File: src/rtl/rf_wb_arbiter.sv
// rf_wb_arbiter: shares the single register-file write port between pipeline writeback and
// a small FIFO of MDU results, and tracks which registers still have an MDU write in flight.
module rf_wb_arbiter #(
    parameter int XLEN       = 32,
    parameter int FIFO_DEPTH = 2,
    parameter int STARVE_MAX = 4
) (
    input  logic            clk,
    input  logic            rst,
    input  logic            pipe_we,
    input  logic [4:0]      pipe_rd,
    input  logic [XLEN-1:0] pipe_wd,
    output logic            wb_stall,
    input  logic            mdu_valid,
    output logic            mdu_ready,
    input  logic [4:0]      mdu_rd,
    input  logic [XLEN-1:0] mdu_wd,
    input  logic            mdu_issue,
    input  logic [4:0]      mdu_issue_rd,
    input  logic [4:0]      q_rs1,
    input  logic [4:0]      q_rs2,
    input  logic [4:0]      q_rd,
    output logic            rs1_busy,
    output logic            rs2_busy,
    output logic            rd_busy,
    output logic            rf_we,
    output logic [4:0]      wR,
    output logic [XLEN-1:0] wD
);

    localparam int PTR_W = $clog2(FIFO_DEPTH);
    localparam int CNT_W = $clog2(FIFO_DEPTH + 1);
    localparam int STV_W = $clog2(STARVE_MAX + 1);
    localparam logic [CNT_W-1:0] DEPTH_C  = CNT_W'(FIFO_DEPTH);
    localparam logic [STV_W-1:0] STARVE_C = STV_W'(STARVE_MAX);

    logic [4:0]       fifo_rd [FIFO_DEPTH];
    logic [XLEN-1:0]  fifo_wd [FIFO_DEPTH];
    logic [PTR_W-1:0] head_ptr;
    logic [PTR_W-1:0] tail_ptr;
    logic [CNT_W-1:0] count;
    logic [STV_W-1:0] starve_cnt;
    logic [31:0]      pending;
    logic [31:0]      pending_nxt;

    logic             fifo_nonempty;
    logic             pipe_real;
    logic             forced;
    logic             head_grant;
    logic             pipe_grant;
    logic             push;
    logic             pop;
    logic [4:0]       head_rd;
    logic [XLEN-1:0]  head_wd;

    assign fifo_nonempty = (count != '0);
    assign head_rd       = fifo_rd[head_ptr];
    assign head_wd       = fifo_wd[head_ptr];

    // A pipe write to x0 never needs the port, so it leaves the slot free for the FIFO head.
    assign pipe_real  = pipe_we && (pipe_rd != 5'd0);
    assign forced     = !rst && fifo_nonempty && (starve_cnt == STARVE_C);
    assign head_grant = !rst && fifo_nonempty && (forced || !pipe_real);
    assign pipe_grant = !rst && pipe_real && !forced;
    assign wb_stall   = forced;

    // Handshake: a result transfers on a cycle where mdu_valid && mdu_ready; the MDU holds
    // rd/data stable until then. mdu_ready depends only on registered occupancy, so a full
    // FIFO refuses a push even in a cycle where its head drains.
    assign mdu_ready = !rst && (count < DEPTH_C);
    assign push      = mdu_valid && mdu_ready;
    assign pop       = head_grant;

    always_comb begin
        rf_we = 1'b0;
        wR    = '0;
        wD    = '0;
        if (head_grant) begin
            // A head addressed to x0 is consumed silently.
            if (head_rd != 5'd0) begin
                rf_we = 1'b1;
                wR    = head_rd;
                wD    = head_wd;
            end
        end else if (pipe_grant) begin
            rf_we = 1'b1;
            wR    = pipe_rd;
            wD    = pipe_wd;
        end
    end

    always_ff @(posedge clk) begin
        if (push) begin
            fifo_rd[tail_ptr] <= mdu_rd;
            fifo_wd[tail_ptr] <= mdu_wd;
        end
    end

    always_ff @(posedge clk) begin
        if (rst) begin
            head_ptr <= '0;
            tail_ptr <= '0;
            count    <= '0;
        end else begin
            if (push) begin
                tail_ptr <= tail_ptr + PTR_W'(1);
            end
            if (pop) begin
                head_ptr <= head_ptr + PTR_W'(1);
            end
            case ({push, pop})
                2'b10:   count <= count + CNT_W'(1);
                2'b01:   count <= count - CNT_W'(1);
                default: count <= count;
            endcase
        end
    end

    // Counts how long the current head has been passed over; saturates at the force point.
    always_ff @(posedge clk) begin
        if (rst || !fifo_nonempty || head_grant) begin
            starve_cnt <= '0;
        end else if (starve_cnt != STARVE_C) begin
            starve_cnt <= starve_cnt + STV_W'(1);
        end
    end

    // Clear first, then set, so a same-cycle issue to the register being retired stays pending.
    always_comb begin
        pending_nxt = pending;
        if (head_grant && (head_rd != 5'd0)) begin
            pending_nxt[head_rd] = 1'b0;
        end
        if (mdu_issue && (mdu_issue_rd != 5'd0)) begin
            pending_nxt[mdu_issue_rd] = 1'b1;
        end
        pending_nxt[0] = 1'b0;
    end

    always_ff @(posedge clk) begin
        if (rst) begin
            pending <= '0;
        end else begin
            pending <= pending_nxt;
        end
    end

    assign rs1_busy = !rst && pending[q_rs1];
    assign rs2_busy = !rst && pending[q_rs2];
    assign rd_busy  = !rst && pending[q_rd];

endmodule
File: config.mk
export PLATFORM = sky130hd
export DESIGN_NAME = rf_wb_arbiter
export DESIGN_NICKNAME = d
export VERILOG_FILES = /design/src/rtl/rf_wb_arbiter.sv
export SDC_FILE = /design/constraint.sdc
export NUM_CORES = 1
export LEC_CHECK = 0
export ABC_CLOCK_PERIOD_IN_PS = 2700
export BUFFER_PORTS_ARGS = -buffer_cell sky130_fd_sc_hd__clkbuf_2
export CORE_MARGIN = 4
export CORE_UTILIZATION = 49
export CTS_CLUSTER_DIAMETER = 40
export DETAILED_ROUTE_END_ITERATION = 7
export HOLD_SLACK_MARGIN = 0.03
export PLACE_DENSITY = 0.77
export SLEW_MARGIN = 20
export SYNTH_ARGS = -nofsm -noshare
export SYNTH_HDL_FRONTEND = slang
export SYNTH_SLANG_ARGS = --single-unit
File: constraint.sdc
create_clock -name clk -period 2.7 [get_ports clk]
set_input_delay 0.405 -clock clk [delete_from_list [all_inputs] [get_ports clk]]
set_output_delay 0.405 -clock clk [all_outputs]
set_load 0.005 [all_outputs]
==> metrics.md <==
| Metric | Value |
|---|---|
| Status | `complete, no violations` |
| Most frequent cells in the layout | `clkbuf_2 (141), edfxtp_1 (74), mux2i_1 (48), a21oi_1 (38), dfxtp_1 (38)` |
| RD Place Congestion | `0.870` |
| Yosys warnings | `0` |
| Setup violations, final | `0` |
| Critical Path Start Type | `flop` |
| Worst-Skew Late Latency | `400 ps` |
| Die H | `117 um` |
| Asr flop ratio synth | `0%` |
| Clock Skews | `between 4 and 5 ps` |
| Mapped cell area | `5780 um^2` |
| CTS tree | `done` |
| DRT iter0 DRCs | `about 320` |
| Post-layout min period | `between 2000 and 3000 ps` |
| Global Route Usage Sum | `22.2%` |
| DRC Markers | `0` |
| Core Region | `~11000 um^2` |
| Routed wire length | `14600 um` |
| Worst vdd ir | `370 uV` |
| Cell Pwr Density | `642 nW/um^2` |
| Slew Limit Fails | `0` |
| R2R Path Start | `starve_cnt[0]$_SDFFE_PP0P_` |
| Vias in the first global route | `roughly 4600` |
| Final Cell Area | `7270 um^2` |
| Initial antenna violation count | `0` |
| Post-CTS Hold Buffers | `0` |
| DR WL/cell | `19.1 um` |
| Synthesis-stage register bit count | `113` |
| Critical path class | `reg -> out` |
| Slew margin rel. | `between 50% and 60%` |
| Top-Level Pins | `142` |
| Dpl hpwl | `10700 um` |
| Mapped Avg Cell Area | `around 12 um^2` |
| Leak Pwr | `2.63 nW` |
| Remaining Overflow, GRT | `0` |
| CP Buf/Inv Count | `2` |
| Vias per cell | `approximately 6.0` |
| Critical Path RT | `~2300 ps` |
| DRT antenna net count | `0` |
| Layout cells sized above 1 | `between 30% and 40%` |
| CTS Buf Count | `17` |
| Drt first pass iters | `6` |
| Num rows | `39` |
| Top cell family by delay on the critical path | `compound AO/OA/AOI/OAI gates` |
| Seq/Total Area, Yosys | `around 52%` |
| EDFF count, synth | `74` |
| HP Start | `mdu_wd[8]` |
| CTS sink count | `~110` |
| Syn Nets | `566` |
| Arr. time, crit path | `2140 ps` |
| Max stage delay on crit path | `490 ps` |
| Synth-to-layout area growth | `25.8%` |
| Largest net degree at the start of global routing | `38` |
| Most used DFF post-synth | `edfxtp_1` |
| Clock-pin slew on the worst setup and hold paths | `~60 ps` |
| Root buffer cell | `clkbuf_16` |
| Chip Width | `117 um` |
| RSZ-0062 raised after global routing | `no` |
| Slowest cell on crit path | `dfxtp_2` |
| Tightest Pin Transition | `around 640 ps` |
| Max-cap viol count | `0` |
| DP Area | `6660 um^2` |
| Starting Density | `50.4%` |
| First-pass GRT wire length | `~23000 um` |
| Bufs on Longest Clock Path | `2` |
| IO Port Bufs | `141` |
| Critical path fanouts, max | `33` |
| Vias | `4603` |
| Commonest non-fill, non-tap cell in the layout | `clkbuf_2` |
| Final net count | `710` |
| Crit-path cells | `mux2i_2 > o21ai_1 > o221ai_2 > buf_12 > o2bb2ai_1 > clkbuf_2` |
| R2R setup slack | `roughly 540 ps` |
| Max Clk Rate | `393 MHz` |
| Post-synthesis cell count | `464` |
| TNS Setup | `0 ps` |
| Number of diodes | `0` |
| Final critical-path share of the clock period | `94.1%` |
| Class of the worst hold path | `in -> reg` |
| CTS H-tree lvls | `4` |
| Cell variety after synth | `50` |
| Fin. Hold Viols | `0` |
| Die area | `13600 um^2` |
| Crit. End Element | `output port` |
==> final timing paths <==
check | end | cells after the start
hold reg to reg | starve_cnt[0]$_SDFFE_PP0P_ | 1
setup reg to reg | count[1]$_SDFFE_PP0P_ | 8
hold / removal | fifo_wd[0][8]$_DFFE_PP_ | 1
setup / recovery | wD[25] | 6
==> kinds of logic (layout without fill, tap and decap cells) <==
| logic type | Yosys count | count (layout) | synth area share [%] |
|---|---|---|---|
| and+or+nand+nor | 100 | 100 | 9.42 |
| xor gates and xnor gates | 3 | 3 | 0.455 |
| adders and majority gates | 3 | 3 | 0.650 |
| AOI/OAI and AO/OA | 127 | 127 | 16.8 |
| DFF | 113 | 113 | 52.0 |
| buffers and inverters | 45 | 202 | 3.42 |
| muxes | 73 | 73 | 17.3 |
==> area by class of cell <==
class                           instances  area, um^2
Clock buffer                           21         493
Clock inverter                         11        98.8
Fill cell                             868        4200
Inverter                               11        41.3
Multi-Input combinational cell        306        2600
Sequential cell                       113        3000
Tap cell                              143         179
Timing Repair Buffer                  159         853
==> per-layer routing <==
layer,vias to the layer above,wire [um],global-route usage (%)
li1,2148,-,-
met1,2194,5410,26.0
met2,227,7590,38.8
met3,34,1260,6.32
met4,0,355,8.18
met5,-,0,0
==> Yosys cell counts (2+ instances only) <==
library cell,instances,area [um^2]
o31a_1,2,17.5
ha_1,3,37.5
buf_2,14,70.1
o21ai_0,4,20.0
nor4_1,2,12.5
nor3_1,5,25.0
nor2_1,18,67.6
inv_1,11,41.3
and2_1,3,18.8
a21oi_1,38,190
dfxtp_1,39,781
nand3b_1,3,22.5
or3_1,3,18.8
nor4b_1,7,61.3
o32ai_1,7,61.3
clkbuf_1,17,63.8
mux2_2,3,33.8
a32oi_1,2,17.5
o2bb2ai_1,36,315
o41ai_1,3,26.3
or3b_2,2,17.5
a32o_1,2,20.0
edfxtp_1,74,2220
a311oi_1,22,193
nand2_1,31,116
mux2i_1,49,490
or3b_1,2,17.5
nor3_2,3,30.0
a22o_1,2,17.5
mux4_2,21,473
nand2b_1,10,62.6
xor2_1,2,17.5
nor2b_1,7,43.8
==> per-stage QoR <==
| stage | utilization, % | setup slack [ps] | hold slack (ps) | power [mW] | instances |
|---|---|---|---|---|---|
| finish | 63.4 | 158 | 183 | 4.67 | 764 |
| global route | 63.4 | 39.8 | 163 | 4.85 | 764 |
| CTS | 63.4 | 44.8 | 172 | 4.69 | 764 |
| detailed placement | 58.1 | 177 | 466 | 2.51 | 731 |
| global placement | 58.1 | 231 | 446 | 2.49 | 731 |
| floorplan | - | 430 | 431 | 2.29 | 464 |
==> flip-flops by register name, summed over array words and instances, names as in the netlist, named ones only <==
| name | flops |
|---|---|
| tail_ptr | 1 |
| fifo_wd | 64 |
| starve_cnt | 3 |
| fifo_rd | 10 |
| pending | 31 |
| count | 2 |
| head_ptr | 1 |
==> what timing repair did <==
item,4_1_cts,5_1_grt
pin swaps,1,0
endpoints found under the hold margin,0,0
resized for setup,2,1
setup buffers,1,0
endpoints found under the setup margin,36,33
==> where the power goes <==
group          total [mW]  leakage, nW  switching, mW  internal [mW]
combinational       0.532         1.35          0.298          0.233
sequential           1.95        0.995         0.0364           1.91
clock                2.19        0.291          0.786           1.40
Power figures use the tool's default switching activity.
